<file path="config.mk">
export PLATFORM = sky130hd
export DESIGN_NAME = free_list_ckpt
export DESIGN_NICKNAME = d
export VERILOG_FILES = /design/src/rtl/free_list_ckpt_pkg.sv /design/src/rtl/free_list_ckpt.sv
export SDC_FILE = /design/constraint.sdc
export NUM_CORES = 1
export LEC_CHECK = 0
export CORE_MARGIN = 2
export CORE_UTILIZATION = 35
export DETAILED_ROUTE_END_ITERATION = 16
export PLACE_DENSITY = 0.59
export SETUP_SLACK_MARGIN = 0.5
export SLEW_MARGIN = 10
export SYNTH_ARGS = -nofsm -noshare
export SYNTH_HDL_FRONTEND = slang
export SYNTH_SLANG_ARGS = --single-unit
</file>
<file path="constraint.sdc">
create_clock -name clk -period 2.95 [get_ports clk]
set_input_delay 0.295 -clock clk [delete_from_list [all_inputs] [get_ports clk]]
set_output_delay 0.295 -clock clk [all_outputs]
set_load 0.02 [all_outputs]
</file>
<file path="src/rtl/free_list_ckpt_pkg.sv">
// Shared sizing defaults for the physical-register free list.
package free_list_ckpt_pkg;
  localparam int FREE_LIST_DEPTH      = 32;
  localparam int PHYS_REG_BITS        = 6;
  localparam int FREE_LIST_FIRST_FREE = 32;
  localparam int FREE_LIST_ADDR_WIDTH = $clog2(FREE_LIST_DEPTH);
  localparam int FREE_LIST_PTR_WIDTH  = FREE_LIST_ADDR_WIDTH + 1;
endpackage

</file>
<file path="src/rtl/free_list_ckpt.sv">
// Circular free list of physical registers with a speculative head for rename
// and a commit head for retirement; flush rolls the speculative head back.
module free_list_ckpt
  import free_list_ckpt_pkg::*;
#(
  parameter int DEPTH       = FREE_LIST_DEPTH,
  parameter int DATA_WIDTH  = PHYS_REG_BITS,
  parameter int FIRST_FREE  = FREE_LIST_FIRST_FREE,
  localparam int ADDR_WIDTH = $clog2(DEPTH),
  localparam int PTR_WIDTH  = ADDR_WIDTH + 1
) (
  input  logic                  clk,
  input  logic                  rst,
  input  logic                  alloc_req,
  output logic                  alloc_ready,
  output logic [DATA_WIDTH-1:0] alloc_pd,
  input  logic                  commit_alloc,
  input  logic                  free_valid,
  input  logic [DATA_WIDTH-1:0] free_pd,
  input  logic                  flush,
  output logic [PTR_WIDTH-1:0]  count,
  output logic                  full,
  output logic                  err
);

  logic [DATA_WIDTH-1:0] mem [DEPTH];
  logic [PTR_WIDTH-1:0]  spec_head;
  logic [PTR_WIDTH-1:0]  commit_head;
  logic [PTR_WIDTH-1:0]  tail;
  logic [PTR_WIDTH-1:0]  commit_head_nxt;
  logic                  alloc_fire;
  logic                  free_fire;
  logic                  free_bad;
  logic                  commit_fire;
  logic                  commit_bad;

  // Show-ahead read; a same-cycle free never bypasses into alloc_pd.
  assign alloc_pd    = mem[spec_head[ADDR_WIDTH-1:0]];
  assign alloc_ready = (spec_head != tail);
  assign count       = tail - spec_head;
  assign full        = (count == PTR_WIDTH'(DEPTH));

  assign alloc_fire  = alloc_req && alloc_ready && !flush;
  assign free_fire   = free_valid && !full;
  assign free_bad    = free_valid && full;
  // A commit is legal only if something is allocated, counting this cycle's alloc.
  assign commit_fire = commit_alloc && ((commit_head != spec_head) || alloc_fire);
  assign commit_bad  = commit_alloc && !commit_fire;
  assign commit_head_nxt = commit_fire ? commit_head + PTR_WIDTH'(1) : commit_head;

  always_ff @(posedge clk or negedge rst) begin
    if (!rst) begin
      spec_head   <= '0;
      commit_head <= '0;
      tail        <= PTR_WIDTH'(DEPTH);
      err         <= 1'b0;
      for (int i = 0; i < DEPTH; i++) begin
        mem[i] <= DATA_WIDTH'(FIRST_FREE + i);
      end
    end else begin
      if (flush) begin
        spec_head <= commit_head_nxt;
      end else if (alloc_fire) begin
        spec_head <= spec_head + PTR_WIDTH'(1);
      end
      commit_head <= commit_head_nxt;
      if (free_fire) begin
        mem[tail[ADDR_WIDTH-1:0]] <= free_pd;
        tail                      <= tail + PTR_WIDTH'(1);
      end
      if (free_bad || commit_bad) begin
        err <= 1'b1;
      end
    end
  end

`ifndef SYNTHESIS
  logic [PTR_WIDTH-1:0] inflight_dist;
  logic [PTR_WIDTH-1:0] tail_dist;
  assign inflight_dist = spec_head - commit_head;
  assign tail_dist     = tail - commit_head;

  // Wrap-order invariant: commit_head <= spec_head <= tail.
  assert property (@(posedge clk) disable iff (!rst) inflight_dist <= tail_dist);
  cover property (@(posedge clk) disable iff (!rst) $rose(err));
`endif

endmodule
</file>
== Word level (Yosys, flattened, before mapping) ==
Index checks and enable logic that the tools add are counted.
Cells by class
  $add $sub $neg: 4
  magnitude comparators: 3
  eq/ne operators: 3
  muxes and demuxes: 9
  bitwise logic cells: 2
  reductions and logical operators: 13
Operators by type and width (number)
  $bwmux 192: 1
  $mux 6: 6
  $bmux 6 s5: 1
  $demux 6 s5: 1
  $add 6x1->6 const B: 3
  $ge 6x6->1 const B: 2
  $ne 6x6->1: 2
  $not 5->6: 2
  $logic_and 1x1->1: 7
  $eq 6x6->1 const B: 1
  $lt 6x1->1 const B: 1
  $sub 6x6->6: 1
  $logic_not 1->1: 3
  $logic_or 1x1->1: 2
  $reduce_bool 2->1: 1
Word-level totals
  register bits: 211
  input bits: 12
  output and inout port bits: 15
  logic and storage cells: 70

== Depth between registers and ports, before layout ==
  word-level depth: 8
  mapped depth: 12
  mapped depth without buffers: 9

== Worst setup path before layout ==
No wires, ideal clock.
  kind: register -> register
  start point: register spec_head[2]
  end point: register mem[109] (netlist bit)
  setup time: 0.125 ns
  arrival: 3.231 ns
  data required time: 2.825 ns
  setup slack: -0.405 ns
  cell stages (with the launch flop): 12
  buffers on the path: 3
  clock period less this slack: 3.355 ns
  cells stage by stage: dfrtp_1 -> inv_2 -> buf_1 -> ha_1 -> nor2_1 -> a21oi_1 -> xor2_1 -> nor4_1 -> buf_2 -> buf_4 -> a211oi_2 -> mux2_2
Between the ends
  cells in the longest elaborated chain, start to end: 4
RTL lines
  from (decl): line free_list_ckpt.sv:27  | logic [PTR_WIDTH-1:0] spec_head;
  from (signal assigned): line free_list_ckpt.sv:62  | spec_head <= commit_head_nxt;
  from (signal assigned): line free_list_ckpt.sv:64  | spec_head <= spec_head + PTR_WIDTH'(1);
  $sub 6x6->6: line free_list_ckpt.sv:40  | assign count = tail - spec_head;
  via count[3]: line free_list_ckpt.sv:21  | output logic [PTR_WIDTH-1:0] count,
  $eq 6x6->1: line free_list_ckpt.sv:41  | assign full = (count == PTR_WIDTH'(DEPTH));
  $logic_not 1->1: line free_list_ckpt.sv:44  | assign free_fire = free_valid && !full;
  $logic_and 1x1->1: line free_list_ckpt.sv:44
  to (signal, indexed assignment): line free_list_ckpt.sv:58  | mem[i] <= DATA_WIDTH'(FIRST_FREE + i);
  to (signal, indexed assignment): line free_list_ckpt.sv:68  | mem[tail[ADDR_WIDTH-1:0]] <= free_pd;
  to (decl): line free_list_ckpt.sv:26  | logic [DATA_WIDTH-1:0] mem [DEPTH];
The timed path passes the listed nets, and every way through them passes these cells.
A chain may end at the register's enable or synchronous reset.

== Worst setup path after layout ==
  start point: register spec_head[0]
  end point: output port alloc_pd[3]
Between the ends
  cells in the longest elaborated chain, start to end: 4
RTL lines
  $not 5->6 (not written as such): line free_list_ckpt.sv:38  | assign alloc_pd = mem[spec_head[ADDR_WIDTH-1:0]];
  $bmux 6 s5: line free_list_ckpt.sv:38
  $mux 6 (not written as such) (2 in a row): line free_list_ckpt.sv:38
  to (decl): line free_list_ckpt.sv:16  | output logic [DATA_WIDTH-1:0] alloc_pd,
No other way between the ends. The select of a mux whose other input is x is not followed.

==> results.md <==
* Static Leak at ~5.8 nW
* Antenna Nets Post-Route at 0
* Syn Area/Cell at approximately 15 um2
* Cell Area, Synth at around 11,000 um2
* Global-route wire length before repair at 44,000 um
* CTS Root Buffer Type: clkbuf_16
* Cts bufs inserted at 25
* Fin crit share at 1.03
* CTS H-Tree Depth at 1
* Max-slew violation count at 0
* Worst slew pin tran at 0.734 ns
* Compound-cell area share of the yosys netlist at 0.0590
* Ys Warns at 0
* Status: finished, violations left
* 1st-iter DRT viols at 347
* Peak supply drop at about 1.2 mV
* Via count at between 6,000 and 7,000
* Worst-path clk slew at 0.06 ns
* Synth Area in XOR/XNOR at 0.0223
* Synth Instances at 690
* WS Path Type: reg -> out
* Clock buffer depth at 3
* First drt pass iteration count at 4
* Cells along the critical path: buf_8 -> buf_12 -> buf_16 -> mux4_2 -> mux4_2 -> nand2_2 -> nand2_2 -> buf_6
* Share of cells above drive strength 1 at 0.737
* Post-synthesis sequential area ratio at 0.512
* Slew headroom at 0.509
* GPL Wtd Cong at between 0.7 and 0.8
* Final instance area at ~14,000 um2
* Clk sinks at 211
* Final min period at about 3.0 ns
* # diodes at 0
* Worst Setup End Kind: primary output
* Synth async-reset ratio at 1.00
* I/O pins at 27
* Delay-heaviest family, CP: multiplexers
* Largest family of logic cells by synthesized area: multiplexers
* Final setup violation count at 7
* Area Overhead vs Synth at 35.8%
* Nets at around 800
* Synth Area in Adders at 0.0149
* CTS tree: yes
* Setup TNS at -0.344 ns
* Post-Synth Simple-Gate Area at 0.0306
* Port bufs at 26
* Core Area at between 20,000 and 30,000 um2
* Die Wd at between 150 and 200 um
* Synth area leaders: dfstp_2, dfrtp_1, mux2_2
* Critical path arrival at roughly 2.7 ns
* Initial Utilization at 0.356
* Syn nets at 714
* Max Cap Viol at 0
* Later-pin clock latency in the skew report at 0.53 ns
* Post-place setup slack at -0.0246 ns
* Initial antenna violation count at 0
* CP bufs+invs at 4
* Most used DFF post-synth: dfstp_2
* Final Hold Fails at 0
* Achievable Freq at ~330 MHz
* Die Height at about 180 um
* Total GRT Usage at 0.180
* Clock Skew at 0.0286 ns
* DRC Markers at 0
* Synth unique cells at between 40 and 50
* Crit-path max FO at 5
* Failing checks: negative setup slack
* Worst Setup Start Kind: flop
* CP max-delay cell: mux4_2
* Grt total ovfl at 0
* Crit path largest cell delay at 0.56 ns
* Final worst setup slack at -0.0799 ns
* Synth top area share at 0.280
* Largest net degree at the start of global routing at between 70 and 80
* Area post-placement at between 10,000 and 15,000 um2
* Routed WL at 27,000 um
* Vias per cell at between 5 and 6
* Synth Register Bits at ~210
* Detailed placer's ending HPWL at ~17,000 um
* Yosys top cell by area: dfstp_2
* Post-synth EDFFs at 0
* P per Cell Area at 1280 nW/um2
* Vias in the first global route at 7,269
* CP required at roughly 2.7 ns
* Rows at 63
* WL/cell at approximately 23 um
* Die area at roughly 32,000 um2
* Post-synthesis mux area share at 0.337
* RSZ-0062 raised after global routing: yes
* Worst min path class: in -> async
## metal layers
metal	track usage	share of wire
met1	0.241	0.44
met2	0.303	0.50
met3	0.0349	0.041
met4	0.0427	0.023
met5	0	0
## registers in the layout (all words and copies together) (netlist names)
name / count
mem: 192
commit_head: 6
spec_head: 6
tail: 6
err: 1
## cell usage in the layout (no fill, tap or decap), types with 17 or more instances in the layout
cell type and instances:
nand2_1 21, xor2_1 17, buf_12 23, a211oi_4 24, buf_4 28, buf_6 39, dfstp_2 113, mux4_2 60
clkbuf_16 25, dfrtp_1 96, mux2_4 194
## power by group
group | total (W) | switching (W) | leakage, nW | internal [W]
sequential | 0.00545 | 0.000819 | 2.42 | 0.00463
clock | 0.00305 | 0.00120 | 0.400 | 0.00185
combinational | 0.00984 | 0.00460 | 2.99 | 0.00524
total | 0.0183 | 0.00662 | 5.81 | 0.0117
## cells in the mapped netlist, types with 2 or more instances
| cell | instances |
|---|---|
| a211oi_2 | 21 |
| a211oi_4 | 11 |
| a21oi_1 | 10 |
| a31oi_1 | 4 |
| and3_1 | 2 |
| buf_1 | 2 |
| buf_2 | 7 |
| buf_4 | 2 |
| buf_6 | 2 |
| clkbuf_1 | 35 |
| dfrtp_1 | 98 |
| dfstp_2 | 113 |
| ha_1 | 11 |
| inv_1 | 9 |
| mux2_1 | 72 |
| mux2_2 | 124 |
| mux4_2 | 60 |
| nand2_1 | 35 |
| nand2b_1 | 2 |
| nand3_1 | 4 |
| nand3b_1 | 2 |
| nand4_1 | 5 |
| nor2_1 | 8 |
| nor3_1 | 3 |
| nor4_1 | 2 |
| o21ai_0 | 3 |
| xnor2_1 | 8 |
| xor2_1 | 19 |
## repair_timing
item	CTS	global route
pin swaps	41	17
gates resized for setup	239	21
buffers inserted	14	4
setup endpoints to repair	211	212
hold endpoints to repair	24	0
hold buffers	1	0
cloned	7	0
## area by class of cell
cell class,count,area (um2)
tap,390,488
sequential,211,5430
fill,2428,15300
multi-input combinational,420,6040
timing repair buffer,118,1540
inverter,11,47.5
clock inverter,7,71.3
clock buffer,39,758
## path summary, 6_finish.rpt
check	end	depth (start not counted)	slack, ns	from
worst max-delay path	alloc_pd[3]	8	-0.08	spec_head[0]$_DFFE_PN0P_
worst min-delay path	mem[78]$_DFFE_PN0P_	2	0.36	rst
worst max register to register	mem[102]$_DFFE_PN0P_	12	-0.02	spec_head[0]$_DFFE_PN0P_
worst min register to register	mem[170]$_DFFE_PN0P_	1	0.51	mem[170]$_DFFE_PN0P_
max in group asynchronous	mem[64]$_DFFE_PN1P_	3	1.74	rst
min in group clk	mem[170]$_DFFE_PN0P_	1	0.51	mem[170]$_DFFE_PN0P_
## stage by stage
stage | hold slack, ns | total power [W] | cells | utilization
after floorplan | -0.000591 | 0.0112 | 690 | -
after global placement | 0.351 | 0.0134 | 1124 | 0.418
after detailed placement | 0.371 | 0.0136 | 1124 | 0.418
after CTS | 0.379 | 0.0182 | 1192 | 0.479
after global routing | 0.390 | 0.0193 | 1196 | 0.484
final | 0.357 | 0.0183 | 1196 | 0.484
## logic make-up (layout without fill, tap and decap cells)
family	count (synthesis)	in the layout
flops	211	211
buf+inv	59	175
compound gates	55	55
mux	257	257
xor+xnor	27	27
simple gates	69	69
fa+ha+maj	12	12
Note: power is estimated with default switching activity, not from simulation.
